## src/rtl/data_bus_arbiter.sv

```systemverilog
// rtl/data_bus_arbiter.sv - two-master round-robin data-memory bus arbiter with wait-state sequencing
module data_bus_arbiter #(
  parameter int DATA_WIDTH  = 8,
  parameter int ADDR_WIDTH  = 16,
  parameter int WAIT_STATES = 1,
  parameter int CNT_WIDTH   = 4
) (
  input  logic                  clk,
  input  logic                  reset,
  input  logic                  cpu_req,
  input  logic                  cpu_we,
  input  logic [ADDR_WIDTH-1:0] cpu_addr,
  input  logic [DATA_WIDTH-1:0] cpu_wdata,
  output logic                  cpu_gnt,
  output logic                  cpu_ack,
  output logic [DATA_WIDTH-1:0] cpu_rdata,
  input  logic                  dma_req,
  input  logic                  dma_we,
  input  logic [ADDR_WIDTH-1:0] dma_addr,
  input  logic [DATA_WIDTH-1:0] dma_wdata,
  output logic                  dma_gnt,
  output logic                  dma_ack,
  output logic [DATA_WIDTH-1:0] dma_rdata,
  output logic                  mem_cs,
  output logic                  mem_we,
  output logic                  mem_oe,
  output logic [ADDR_WIDTH-1:0] mem_addr,
  output logic [DATA_WIDTH-1:0] mem_wdata,
  input  logic [DATA_WIDTH-1:0] mem_rdata,
  output logic                  busy
);

  typedef enum logic [1:0] {
    ST_IDLE   = 2'd0,
    ST_ACCESS = 2'd1,
    ST_ACK    = 2'd2
  } state_t;

  state_t                state_q;
  logic                  owner_q;
  logic                  last_owner_q;
  logic                  we_q;
  logic [CNT_WIDTH-1:0]  cnt_q;
  logic [ADDR_WIDTH-1:0] addr_q;
  logic [DATA_WIDTH-1:0] wdata_q;
  logic [DATA_WIDTH-1:0] cpu_rdata_q;
  logic [DATA_WIDTH-1:0] dma_rdata_q;
  logic                  cs_q;
  logic                  mem_we_q;
  logic                  oe_q;
  logic                  cpu_gnt_q;
  logic                  dma_gnt_q;
  logic                  cpu_ack_q;
  logic                  dma_ack_q;

  logic                  pick_dma_d;
  logic                  sel_we_d;
  logic [ADDR_WIDTH-1:0] sel_addr_d;
  logic [DATA_WIDTH-1:0] sel_wdata_d;

  // On a tie the master that did not own the bus last time wins (owner 1 = DMA).
  always_comb begin
    pick_dma_d  = dma_req & (~cpu_req | ~last_owner_q);
    sel_we_d    = pick_dma_d ? dma_we    : cpu_we;
    sel_addr_d  = pick_dma_d ? dma_addr  : cpu_addr;
    sel_wdata_d = pick_dma_d ? dma_wdata : cpu_wdata;
  end

  always_ff @(posedge clk) begin
    if (!reset) begin
      state_q      <= ST_IDLE;
      owner_q      <= 1'b0;
      last_owner_q <= 1'b1;
      we_q         <= 1'b0;
      cnt_q        <= '0;
      addr_q       <= '0;
      wdata_q      <= '0;
      cpu_rdata_q  <= '0;
      dma_rdata_q  <= '0;
      cs_q         <= 1'b0;
      mem_we_q     <= 1'b0;
      oe_q         <= 1'b0;
      cpu_gnt_q    <= 1'b0;
      dma_gnt_q    <= 1'b0;
      cpu_ack_q    <= 1'b0;
      dma_ack_q    <= 1'b0;
    end else begin
      case (state_q)
        ST_IDLE: begin
          if (cpu_req | dma_req) begin
            owner_q   <= pick_dma_d;
            we_q      <= sel_we_d;
            addr_q    <= sel_addr_d;
            wdata_q   <= sel_wdata_d;
            cnt_q     <= CNT_WIDTH'(WAIT_STATES);
            cs_q      <= 1'b1;
            mem_we_q  <= sel_we_d;
            oe_q      <= ~sel_we_d;
            cpu_gnt_q <= ~pick_dma_d;
            dma_gnt_q <= pick_dma_d;
            state_q   <= ST_ACCESS;
          end
        end
        ST_ACCESS: begin
          if (cnt_q != '0) begin
            cnt_q <= cnt_q - CNT_WIDTH'(1);
          end else begin
            if (!we_q) begin
              if (owner_q) dma_rdata_q <= mem_rdata;
              else         cpu_rdata_q <= mem_rdata;
            end
            cs_q      <= 1'b0;
            mem_we_q  <= 1'b0;
            oe_q      <= 1'b0;
            cpu_ack_q <= ~owner_q;
            dma_ack_q <= owner_q;
            state_q   <= ST_ACK;
          end
        end
        ST_ACK: begin
          cpu_ack_q    <= 1'b0;
          dma_ack_q    <= 1'b0;
          cpu_gnt_q    <= 1'b0;
          dma_gnt_q    <= 1'b0;
          last_owner_q <= owner_q;
          state_q      <= ST_IDLE;
        end
        default: state_q <= ST_IDLE;
      endcase
    end
  end

  assign cpu_gnt   = cpu_gnt_q;
  assign dma_gnt   = dma_gnt_q;
  assign cpu_ack   = cpu_ack_q;
  assign dma_ack   = dma_ack_q;
  assign cpu_rdata = cpu_rdata_q;
  assign dma_rdata = dma_rdata_q;
  assign mem_cs    = cs_q;
  assign mem_we    = mem_we_q;
  assign mem_oe    = oe_q;
  assign mem_addr  = addr_q;
  assign mem_wdata = wdata_q;
  assign busy      = (state_q != ST_IDLE);

endmodule
```

## config.mk

```make
export PLATFORM = sky130hd
export DESIGN_NAME = data_bus_arbiter
export DESIGN_NICKNAME = d
export VERILOG_FILES = /design/src/rtl/data_bus_arbiter.sv
export SDC_FILE = /design/constraint.sdc
export NUM_CORES = 1
export LEC_CHECK = 0
export BUFFER_PORTS_ARGS = -buffer_cell sky130_fd_sc_hd__buf_2
export CORE_AREA = 3 3 74 76
export CTS_CLUSTER_SIZE = 40
export DETAILED_ROUTE_END_ITERATION = 8
export DIE_AREA = 0 0 77 79
export PLACE_DENSITY = 0.85
export SETUP_SLACK_MARGIN = 0.4
export SYNTH_ARGS = -nofsm -noshare
export SYNTH_HDL_FRONTEND = slang
export SYNTH_SLANG_ARGS = --single-unit
```

## constraint.sdc

```tcl
create_clock -name clk -period 2.8 [get_ports clk]
set_input_delay 0.14 -clock clk [delete_from_list [all_inputs] [get_ports clk]]
set_output_delay 0.14 -clock clk [all_outputs]
set_load 0.01 [all_outputs]
```

== Word level (Yosys, flattened, before mapping) ==
Index checks and enable logic that the tools add are counted.

* $add $sub $neg: 1
* Multipliers: 0
* Div/mod/pow operators: 0
* Magnitude comparators: 0
* Equality and inequality tests: 5
* Shift operators: 0
* Mux-type cells: 24
* Bitwise gates (word level): 10
* Reductions and logical operators: 14

{| class="wikitable"
|+ Operator list
! cell !! count
|-
| 16-bit 2-to-1 mux || 1
|-
| 1-bit case mux with 2 select lines || 7
|-
| 1-bit 2-to-1 mux || 9
|-
| 4-bit 2-to-1 mux || 2
|-
| 8-bit 2-to-1 mux || 1
|-
| 4-bit case mux with 2 select lines || 1
|-
| 2-bit AND reduction || 4
|-
| 4-bit AND reduction || 2
|-
| 2-bit nonzero test || 4
|-
| 1-bit inverter || 7
|-
| 2-bit inequality test (second input constant) || 3
|-
| 3-bit AND reduction || 2
|-
| 2-bit 2-to-1 mux || 2
|-
| 2-bit case mux with 2 select lines || 1
|-
| 4-bit nonzero test || 1
|-
| 4-bit by 1-bit subtractor with 4-bit output (second input constant) || 1
|-
| 2-bit by 1-bit == test with 1-bit output (second input constant) || 1
|-
| 2-bit == test (second input constant) || 1
|-
| 2-bit logical NOT || 1
|-
| 1-bit bitwise OR || 2
|-
| 1-bit AND || 1
|}

* Bits in registers: 56
* Latch bits: 0
* RAM bits: 0
* Bits in read-only memories: 0
* Input bits: 62
* Output and inout port bits: 48
* Memories kept: 0

== Depth between registers and ports, before layout ==
* Depth in word-level cells: 7
* Mapped depth: 7

== Worst setup path after synthesis ==
No wires, ideal clock.

* Path type: register to register
* From: reg cnt_q[0]
* To: reg cpu_ack_q, in the netlist cpu_ack
* Arrival: 1.303 ns
* Setup slack: 1.383 ns
* Cell stages (with the launch flop): 7
* Path buffers: 0
* Period minus slack after synthesis: 1.417 ns
* Cell sequence: dfxtp_1 -> inv_1 -> ha_1 -> nor3b_2 -> nand2_1 -> and3_1 -> o21a_1

* Longest elaborated chain between the ends: 3

{| class="wikitable"
|+ Ends and longest elaborated chain
! what !! line !! RTL
|-
| start: declaration || 43 || <nowiki>logic [CNT_WIDTH-1:0] cnt_q;</nowiki>
|-
| start signal: assignment || 95 || <nowiki>cnt_q <= CNT_WIDTH'(WAIT_STATES);</nowiki>
|-
| start signal: assignment || 106 || <nowiki>cnt_q <= cnt_q - CNT_WIDTH'(1);</nowiki>
|-
| 4-bit nonzero test || 105 || <nowiki>if (cnt_q != '0) begin</nowiki>
|-
| 2-bit inequality test (no source line) || -- ||
|-
| 2-bit AND reduction (no source line) || -- ||
|-
| end signal: assignment || 115 || <nowiki>cpu_ack_q <= ~owner_q;</nowiki>
|-
| end: declaration || 53 || <nowiki>logic cpu_ack_q;</nowiki>
|}

Every way passes these cells.
A chain may end at the register's enable or synchronous reset.

== Worst setup path after layout ==
* From: reg cnt_q[0]
* To: reg dma_rdata_q[1], in the netlist dma_rdata[1]

* Longest elaborated chain between the ends: 3

{| class="wikitable"
|+ Ends and longest elaborated chain
! what !! line !! RTL
|-
| 4-bit nonzero test || 105 ||
|-
| 1-bit inverter (no source line) || -- ||
|-
| 4-bit AND reduction (no source line) || -- ||
|-
| end signal: assignment || 109 || <nowiki>if (owner_q) dma_rdata_q <= mem_rdata;</nowiki>
|-
| end: declaration || 47 || <nowiki>logic [DATA_WIDTH-1:0] dma_rdata_q;</nowiki>
|}

Every way passes these cells.

==> results_dict.tcl <==
set metrics [dict create \
    overflow 0 \
    ctsResizeCount 0 \
    max_stage_delay_ns 0.53 \
    grt_util_met3 0.0420 \
    ys.flop_type "dfxtp_1" \
    cts_root_buffer "clkbuf_8" \
    cp_max_fo 8 \
    hold_violations 0 \
    switching_power_uw 528 \
    path_cells "inv_1, ha_1, nor3b_2, nand4b_1, mux2i_1, nor2b_1" \
    grt_pass1_vias 2009 \
    synth_top_area_frac 0.479 \
    synth_seq_area_share 0.479 \
    maxCapViolations 0 \
    crit_required_ns 3.01 \
    postCtsHoldBufs 0 \
    final_layout_size_suffix_gt1_frac 0.359 \
    synth_area_leaders "dfxtp_1 48%, mux2i_1 18%, a21oi_1 5.6%" \
    critPathArrivalTime_ns 2.14 \
    power.leakage_uw 0.00151 \
    drt-initial-drc-count 93 \
    synth_common_cells "56 x dfxtp_1, 41 x mux2i_1, 26 x a21oi_1, 26 x o21ai_0, 19 x nor2b_1" \
    ant_nets 0 \
    ys_warn_count 0 \
    power_frac_comb 0.231 \
    die_y_um 79 \
    vdd.ir_drop.worst_mv 0.376 \
    portBuffers 109 \
    cts_buffers 5 \
    synth.distinct_cells 30 \
    area_delta_synth_final_pct 27.9 \
    max_slew_margin 0.482 \
    grt_use_met2 0.335 \
    wirelength_um 5230 \
    clockBufferDepth 2 \
    cts_tree "built" \
    grt_busiest_layer "met2" \
    rows 25 \
    h-tree-depth 2 \
    grt_usage 0.174 \
    place_congestion 0.727 \
    n_antenna_cell 0 \
    cp-startpoint "cnt_q[0]" \
    clk_pin_slew_ns 0.10 \
    antenna_found_initial 0 \
    p_seq_frac 0.520 \
    syn_nets 302 \
    netlist_instances 238 \
    rsz0062_at_grt "false" \
    vias_per_cell 5.00 \
    critPathBufInv 1 \
    skew_ns 0.0105 \
    core_area_mm2 0.00479 \
    firstDrtPassIters 4 \
    intPower_uw 1240 \
    io_pins 110 \
    status "completed" \
    setup_tns_ns 0 \
    clkPwrFrac 0.249 \
    grt_pass1_wl_um 8710 \
    setup_viol 0 \
    slew_viol_final 0 \
    synth-edff-count 0 \
    slowest_stage "nand4b_1" \
    post-route-period-util 0.689 \
    async_flop_share 0 \
    yosys_register_bits 56 \
    dp_cells 399 \
    cts.sinks 56 \
    setup.worst_path.class "register to register" \
    swShare 0.299 \
    setup.worst_path.start_class "register" \
    r2r_start "cnt_q[0]" \
    die_w_um 77 \
    initial_core_util 0.489 \
    clkLatencyLatePin_ns 0.31 \
    drcViolationCount 0 \
    path_delay_family "simple AND/OR/NAND/NOR gates" \
    post-route-min-period_ns 1.93 \
    syn-cell-area_mm2 0.00234 \
    wl_per_cell_um 12.8 \
    min-delay-start "mem_rdata[3]" \
    fillCellCount 435 \
    dp_hpwl_um 3890 \
    holdCritPathClass "input port to register" \
    grt_max_degree 56 \
    tightestPinTransition_ns 0.777 \
    vias 2035 \
    dieArea_mm2 0.00608 \
    synth_top_cell_by_area "dfxtp_1" \
    synth.most_common_cell "dfxtp_1" \
    final_cells 407 \
    post_cts_buffers 0 \
    fmax_mhz 518 \
    fin_nets 403 \
    avgSynthCellArea_um2 9.83 \
    powerDensity_mw_per_mm2 590 \
    cp-end-kind "register" \
    grt.met1_usage 0.188 \
]
[through the flow]
| step | cell area, um^2 | total power [uW] | util | hold slack, ns | setup WS, ns |
|---|---|---|---|---|---|
| after floorplan | 2340 | 1190 | - | 0.306 | 1.38 |
| after global placement | 2900 | 1330 | 0.606 | 0.408 | 1.02 |
| after detailed placement | 2900 | 1350 | 0.606 | 0.418 | 0.894 |
| after CTS | 2990 | 1790 | 0.625 | 0.0871 | 0.869 |
| after global routing | 2990 | 1880 | 0.625 | 0.0956 | 0.705 |
| final | 2990 | 1770 | 0.625 | 0.0962 | 0.870 |
[worst min-delay path: cells and delay by family]
kind | cells | cell delay (ns)
multiplexers | 1 | 0.06
buffers and inverters | 1 | 0.09
AND/OR/NAND/NOR | 1 | 0.09
[state kept, by name, indices dropped and copies added (netlist names), 2 cells and up]
| name | count |
|---|---|
| state_q | 2 |
| dma_rdata | 8 |
| cpu_rdata | 8 |
| cnt_q | 4 |
| mem_wdata | 8 |
| mem_addr | 16 |
[logic make-up (layout without fill, tap and decap cells)]
| kind of cell | count (synthesis) | after routing | synth area share |
|---|---|---|---|
| compound gates | 66 | 66 | 0.158 |
| xor+xnor | 2 | 2 | 0.00749 |
| fa+ha+maj | 2 | 2 | 0.0107 |
| buf+inv | 21 | 123 | 0.0460 |
| flops | 56 | 56 | 0.479 |
| mux | 41 | 41 | 0.175 |
| simple gates | 50 | 50 | 0.124 |
[power by group through the flow]
stage | clock network [uW] | registers [uW] | logic (uW)
floorplan | 0 | 968 | 227
global placement | 0 | 933 | 400
detailed placement | 0 | 936 | 414
CTS | 456 | 919 | 415
global route | 492 | 931 | 455
finish | 439 | 919 | 408
[area by class of cell]
| class | instances | area (um^2) | area share |
|---|---|---|---|
| Tap cell | 67 | 83.8 | 0.0280 |
| Inverter | 4 | 15.0 | 0.00502 |
| Sequential cell | 56 | 1120 | 0.375 |
| Multi-Input combinational cell | 161 | 1120 | 0.374 |
| Clock inverter | 3 | 23.8 | 0.00795 |
| Timing Repair Buffer | 111 | 561 | 0.187 |
| Clock buffer | 5 | 68.8 | 0.0230 |
[layout by cell type (no fill, tap or decap), types with 5 or more instances in the layout]
cell type	n
nand3_1	6
mux2i_1	41
a21oi_1	26
clkbuf_8	5
nor2_1	7
buf_2	109
o21ai_0	26
nand2_1	6
nor2b_1	19
dfxtp_1	56
[worst paths after layout]
check / endpoint / slack [ns] / cells after the start
worst max register to register: dma_rdata[1] / 0.87 / 6
worst min register to register: dma_gnt / 0.48 / 2
worst min-delay path: dma_rdata[3] / 0.1 / 3
worst max-delay path: dma_rdata[1] / 0.87 / 6
[layer usage]
layer	vias up	wire length, um
li1	1032	-
met1	941	2120
met2	58	2780
met3	4	264
met4	0	64
met5	-	0
Power figures use the tool's default switching activity.
